### src/rtl/fifo_burst_reader.sv
// Drain stage behind a show-ahead FIFO: pops words and frames them into
// SOP/EOP bursts of up to burst_len words, closing short bursts after an idle timeout.
module fifo_burst_reader #(
    parameter int width     = 8,
    parameter int burst_len = 16,
    parameter int lenw      = 5,
    parameter int timeout   = 64,
    parameter int tow       = 7
) (
    input  logic             CLK,
    input  logic             RST,
    input  logic [width-1:0] FIFO_Q,
    input  logic             FIFO_EMPTY,
    output logic             FIFO_RD,
    output logic [width-1:0] OUT_DATA,
    output logic             OUT_VALID,
    input  logic             OUT_READY,
    output logic             OUT_SOP,
    output logic             OUT_EOP
);

    localparam logic [lenw-1:0] last_pos = lenw'(burst_len);
    localparam logic [lenw-1:0] first_pos = lenw'(1);
    localparam logic [tow-1:0]  icnt_max = tow'(timeout);

    // Pending slot: the word just popped, held until its burst role is known.
    logic             pv;
    logic [width-1:0] p_data;
    logic [lenw-1:0]  ppos;
    logic [lenw-1:0]  pos;
    logic [tow-1:0]   icnt;

    logic            o_free;
    logic            at_end;
    logic            timed_out;
    logic            mv;
    logic            mv_eop;
    logic            pop;
    logic [lenw-1:0] pos_base;
    logic [lenw-1:0] pop_pos;

    always_comb begin
        o_free    = ~OUT_VALID | OUT_READY;
        at_end    = (ppos == last_pos);
        timed_out = (icnt == icnt_max);
        mv        = pv & o_free & (~FIFO_EMPTY | at_end | timed_out);
        mv_eop    = at_end | timed_out;
        pop       = ~RST & ~FIFO_EMPTY & (~pv | mv);
        // A timeout close restarts numbering for a word popped in the same cycle.
        pos_base  = (mv & timed_out) ? '0 : pos;
        pop_pos   = pos_base + first_pos;
    end

    assign FIFO_RD = pop;

    // NOTE: every register here, including the data words, is reset so a
    // mid-burst RST leaves no stale word that could later be emitted.
    always_ff @(posedge CLK or posedge RST) begin
        if (RST) begin
            pv        <= 1'b0;
            p_data    <= '0;
            ppos      <= '0;
            pos       <= '0;
            icnt      <= '0;
            OUT_VALID <= 1'b0;
            OUT_DATA  <= '0;
            OUT_SOP   <= 1'b0;
            OUT_EOP   <= 1'b0;
        end else begin
            if (pop) begin
                pv     <= 1'b1;
                p_data <= FIFO_Q;
                ppos   <= pop_pos;
                pos    <= (pop_pos == last_pos) ? '0 : pop_pos;
            end else begin
                if (mv)
                    pv <= 1'b0;
                if (mv && timed_out)
                    pos <= '0;
            end

            if (pop || mv)
                icnt <= '0;
            else if (pv && FIFO_EMPTY && !timed_out)
                icnt <= icnt + tow'(1);

            if (mv) begin
                OUT_VALID <= 1'b1;
                OUT_DATA  <= p_data;
                OUT_SOP   <= (ppos == first_pos);
                OUT_EOP   <= mv_eop;
            end else if (o_free) begin
                OUT_VALID <= 1'b0;
            end
        end
    end

endmodule

### config.mk
export PLATFORM = sky130hd
export DESIGN_NAME = fifo_burst_reader
export DESIGN_NICKNAME = d
export VERILOG_FILES = /design/src/rtl/fifo_burst_reader.sv
export SDC_FILE = /design/constraint.sdc
export NUM_CORES = 1
export LEC_CHECK = 0
export BUFFER_PORTS_ARGS = -buffer_cell sky130_fd_sc_hd__buf_4
export CAP_MARGIN = 20
export CORE_MARGIN = 4
export CORE_UTILIZATION = 56
export CTS_CLUSTER_DIAMETER = 50
export DETAILED_ROUTE_END_ITERATION = 10
export GPL_ROUTABILITY_DRIVEN = 0
export PLACE_DENSITY = 0.78
export SLEW_MARGIN = 10
export SYNTH_ARGS = -nofsm -noshare
export SYNTH_HDL_FRONTEND = slang
export SYNTH_SLANG_ARGS = --single-unit
export TNS_END_PERCENT = 5
### constraint.sdc
create_clock -name CLK -period 2.5 [get_ports CLK]
set_input_delay 0.5 -clock CLK [delete_from_list [all_inputs] [get_ports CLK]]
set_output_delay 0.5 -clock CLK [all_outputs]
set_load 0.01 [all_outputs]
# Word-level counts from Yosys, hierarchy flattened
# Cells that the tools add are included.
# word_totals
regBits	37
in_bits	12
output_inout_bits	12
wordCells	48
# classes
addsub	2
eq_ne	4
mux	10
n_bitwise	14
n_reduce_logical	9
# ops
operator	count
5-bit two-way mux	4
7-bit two-way mux	2
5-bit equality test (second input constant)	2
2-bit nonzero test	4
7-bit by 1-bit adder with 7-bit output (second input constant)	1
7-bit equality test (second input constant)	1
5-bit by 1-bit adder with 5-bit output (second input constant)	1
1-bit AND	5
5-bit by 1-bit equality test with 1-bit output (second input constant)	1
1-bit OR	5
1-bit two-way mux	4
1-bit NOT	4
1-bit logical AND	3
1-bit logical NOT	1
1-bit logical OR	1

# Depth between registers and ports, before layout
# logic_depth
word_depth	10
depth_mapped	9
depth_no_buf	9

# Least setup slack after synthesis
# No wires, ideal clock.
# synth_path
path_type	flip-flop to flip-flop
startpoint	register icnt[0]
endpoint	register pos[4]
setup_time_ps	77
t_arrival_ps	1836
required_time_ps	2423
setup_slack_ps	586
stages_incl_launch_ff	10
n_path_buf	0
period_less_slack_ps	1914
cell_sequence	dfrtp_1 inv_1 ha_1 and2_1 nand4_1 and2_1 ha_1 nand3_1 or4_1 a21oi_1
# synth_via
elab_chain_cells	9
# synth_rtl
element	line_no	source
start: declaration	31	logic [tow-1:0] icnt;
start signal: assignment	85	icnt <= icnt + tow'(1);
7-bit equality test *	45	timed_out = (icnt == icnt_max);
1-bit OR	46	mv = pv & o_free & (~FIFO_EMPTY | at_end | timed_out);
1-bit AND	46	
1-bit AND	50	pos_base = (mv & timed_out) ? '0 : pos;
5-bit two-way mux	50	
5-bit by 1-bit adder with 5-bit output	51	pop_pos = pos_base + first_pos;
5-bit equality test	74	pos <= (pop_pos == last_pos) ? '0 : pop_pos;
5-bit two-way mux	74	
5-bit two-way mux	70	if (pop) begin
end signal: assignment	74	
end: declaration	30	logic [lenw-1:0] pos;
# Every way passes the cells marked *; elsewhere a longest branch is shown, timed or not.
# A chain may end at the register's enable or synchronous reset.

# Final worst setup path
# Same ends and word-level chain as after synthesis.

==> results.cfg <==
[timing]
finalCritPeriodShare = 0.8802
drv_slew = 0
worst_slew_margin_rel = 0.6073
rsz0062_at_grt = false
skew_ns = 0.007244
fmax_mhz = 454.4
tightest_slew_ns = 0.5868
period_minus_slack_ns = 2.200
hold_violations = 0
finalSetupViolations = 0
setup_tns_ns = 0
worst_hold_slack_ns = 0.2586
fin_ws_ns = 0.2995

[power]
power_frac_seq = 0.482
pwr-share-comb = 0.345
clkPwrFrac = 0.172
p_sw_mw = 0.6495
p_sw_frac = 0.3315
ir_worst_vdd_mv = 0.5381
cellLeakagePower_nw = 1.016
internal_power_mw = 1.310
power-per-cell-area_nw_per_um2 = 953.0

[run_status]
status = completed

[logic_synthesis]
yosysWarnings = 0
async_reset_ff_frac = 1.000
syn_nets = 181
synth_edf_count = 0
syn_avg_cell_area_sq_um = 10.57
synth_area_leaders = dfrtp_1 (53%), nand2_1 (8.3%), mux2_4 (7.7%)
synth_area_sq_um = 1754
synth_cell_type_count = 38
synthFlopType = dfrtp_1
yosysTopAreaCellShare = 0.5278
synth-seq-cells = 37
synth_cells = 166
seq_area_frac_synth = 0.5278
synth_top_area_cell = dfrtp_1

[die]
die_area_sq_um = 4092
rows = 20
coreArea_sq_um = 3028
io_pins = 24
floorplan.initialDensity = 0.5793
dieHeight_um = 63.97
die_w_um = 63.97

[final_layout]
stdcell_count = 241
fin_area_sq_um = 2056
mostFrequentLayoutCell = nand2_1
final_cell_mix = nand2_1 (39), dfrtp_1 (37), buf_4 (28)
area_delta_synth_final_pct = 17.19
num_antenna_cells = 0
final_nets = 211
drive_gt1_frac = 0.2589

[placed_design]
io_buffers = 23
placed_cell_area_sq_um = 1991
placed_cells = 233
dp_hpwl_um = 2320
pre_cts_slack_ns = 0.3560

[drt]
drt_iter0_markers = 78
vias = 1252
wl_um = 3311
wl_per_cell_um = 13.74
firstDrtPassIters = 6
antenna_left = 0
via_per_inst = 5.195
drc = 0

[worst_setup_path]
critPathLaunch = icnt[0]
cp.arrival_ns = 2.48
reg2reg_slack_ns = 0.30
worstSetupEndpointType = flip-flop
critPathLaunchType = flip-flop
setup.worst_path.end = pos[4]
crit_chain = inv_1, ha_1, and2_1, nand4_1, and2_1, ha_1, nand3_1, or4_1, a21oi_1
cpPeakStageDelay_ns = 0.43
r2r-end = pos[4]
critPathSlowestCell = or4_1
ff2ff_path_depth = 9
critPathTopFamily = simple AND/OR/NAND/NOR gates
cp_num_cells = 9
path_max_fanout = 5
r2r-start = icnt[0]
path_buf_inv = 1
required_ns = 2.77
crit_type = flip-flop to flip-flop

[min_path]
hp-class = input pin to async pin

[clocking]
cts_buffers = 5
clkTransAtPathRegs_ns = 0.11
post_cts_buffers = 0
tritoncts = done
htree_levels = 2
clock_path_buffers = 2
cts_root_buf = clkbuf_4
cts-resized-gates = 0
cts.sinks = 37
insertion_delay_ns = 0.34
cts_hold_buf = 0

[flow_run]
drv_cap = 0

[global_route]
grtUsageTotal = 0.1807
antenna_found_initial = 0
grt_pass1_wl_um = 5678
grt_pass1_vias = 1238
grt_max_degree = 38
gr-total-overflow = 0
-- routing by layer --
metal,wire length (um),share of wire,global-route usage,up-vias
li1,-,-,-,617
met1,1544,0.47,0.2428,593
met2,1576,0.48,0.2723,38
met3,153,0.046,0.04921,4
met4,36,0.011,0.08086,0
met5,0,0,0,-
-- through the flow --
stage	utilization	power, mW
3_3_place_gp	0.6574	1.608
6_report	0.6789	1.959
3_5_place_dp	0.6574	1.638
4_1_cts	0.6789	1.975
5_1_grt	0.6789	2.107
2_1_floorplan	-	1.390
-- state kept, by name (all words and copies together), names as in the netlist --
signal,count
p_data,8
OUT_DATA,8
pv,1
ppos,5
OUT_VALID,1
OUT_EOP,1
OUT_SOP,1
icnt,7
pos,5
-- synth_stat cells (2+ instances only) --
library cell,number
nand2_1,39
dfrtp_1,37
nor2_1,13
mux2_4,9
xnor2_1,6
and2_1,5
inv_1,5
o21ai_0,5
nand3_1,4
xor2_1,4
ha_1,3
nand3b_1,3
o31ai_1,3
a21oi_1,2
and3_1,2
clkbuf_1,2
nand4_1,2
or3_1,2
-- worst min-delay path, cell delays in order --
cell   delay (ns)
buf_4        0.11
inv_1        0.04
buf_4        0.39
-- logic make-up after synthesis --
family                     share of synthesized area
muxes                                        0.08274
AOI/OAI and AO/OA                            0.07204
and+or+nand+nor                               0.2190
xor gates and xnor gates                     0.04993
adders and majority gates                    0.02140
buffers and inverters                        0.02710
DFF                                           0.5278
-- how the worst min path moves through the flow --
stage	startpoint	end	slack, ns	cells past startpoint
final	RST	icnt[3]	0.26	3
after global routing	RST	pos[2]	0.29	3
after CTS	RST	pos[1]	0.26	3
after detailed placement	p_data[3]	p_data[3]	0.46	2
after global placement	p_data[3]	p_data[3]	0.46	2
after floorplan	p_data[0]	p_data[0]	0.45	2
-- cell type report --
class | count | area, sq um
fillers | 229 | 972.2
flip-flops and latches | 37 | 925.9
multi-input cells | 119 | 780.7
repair buffers | 28 | 210.2
well taps | 44 | 55.05
clock buffers | 6 | 51.30
inverters | 5 | 18.77
clock inverters | 2 | 13.76
-- power by group through the flow --
stage / sequential [mW] / combinational (mW) / clock, mW
6_report: 0.945 / 0.677 / 0.338
5_1_grt: 0.978 / 0.751 / 0.378
4_1_cts: 0.943 / 0.685 / 0.347
3_5_place_dp: 0.956 / 0.682 / 0
3_3_place_gp: 0.941 / 0.667 / 0
2_1_floorplan: 0.960 / 0.430 / 0
(Power assumes the default switching activity.)
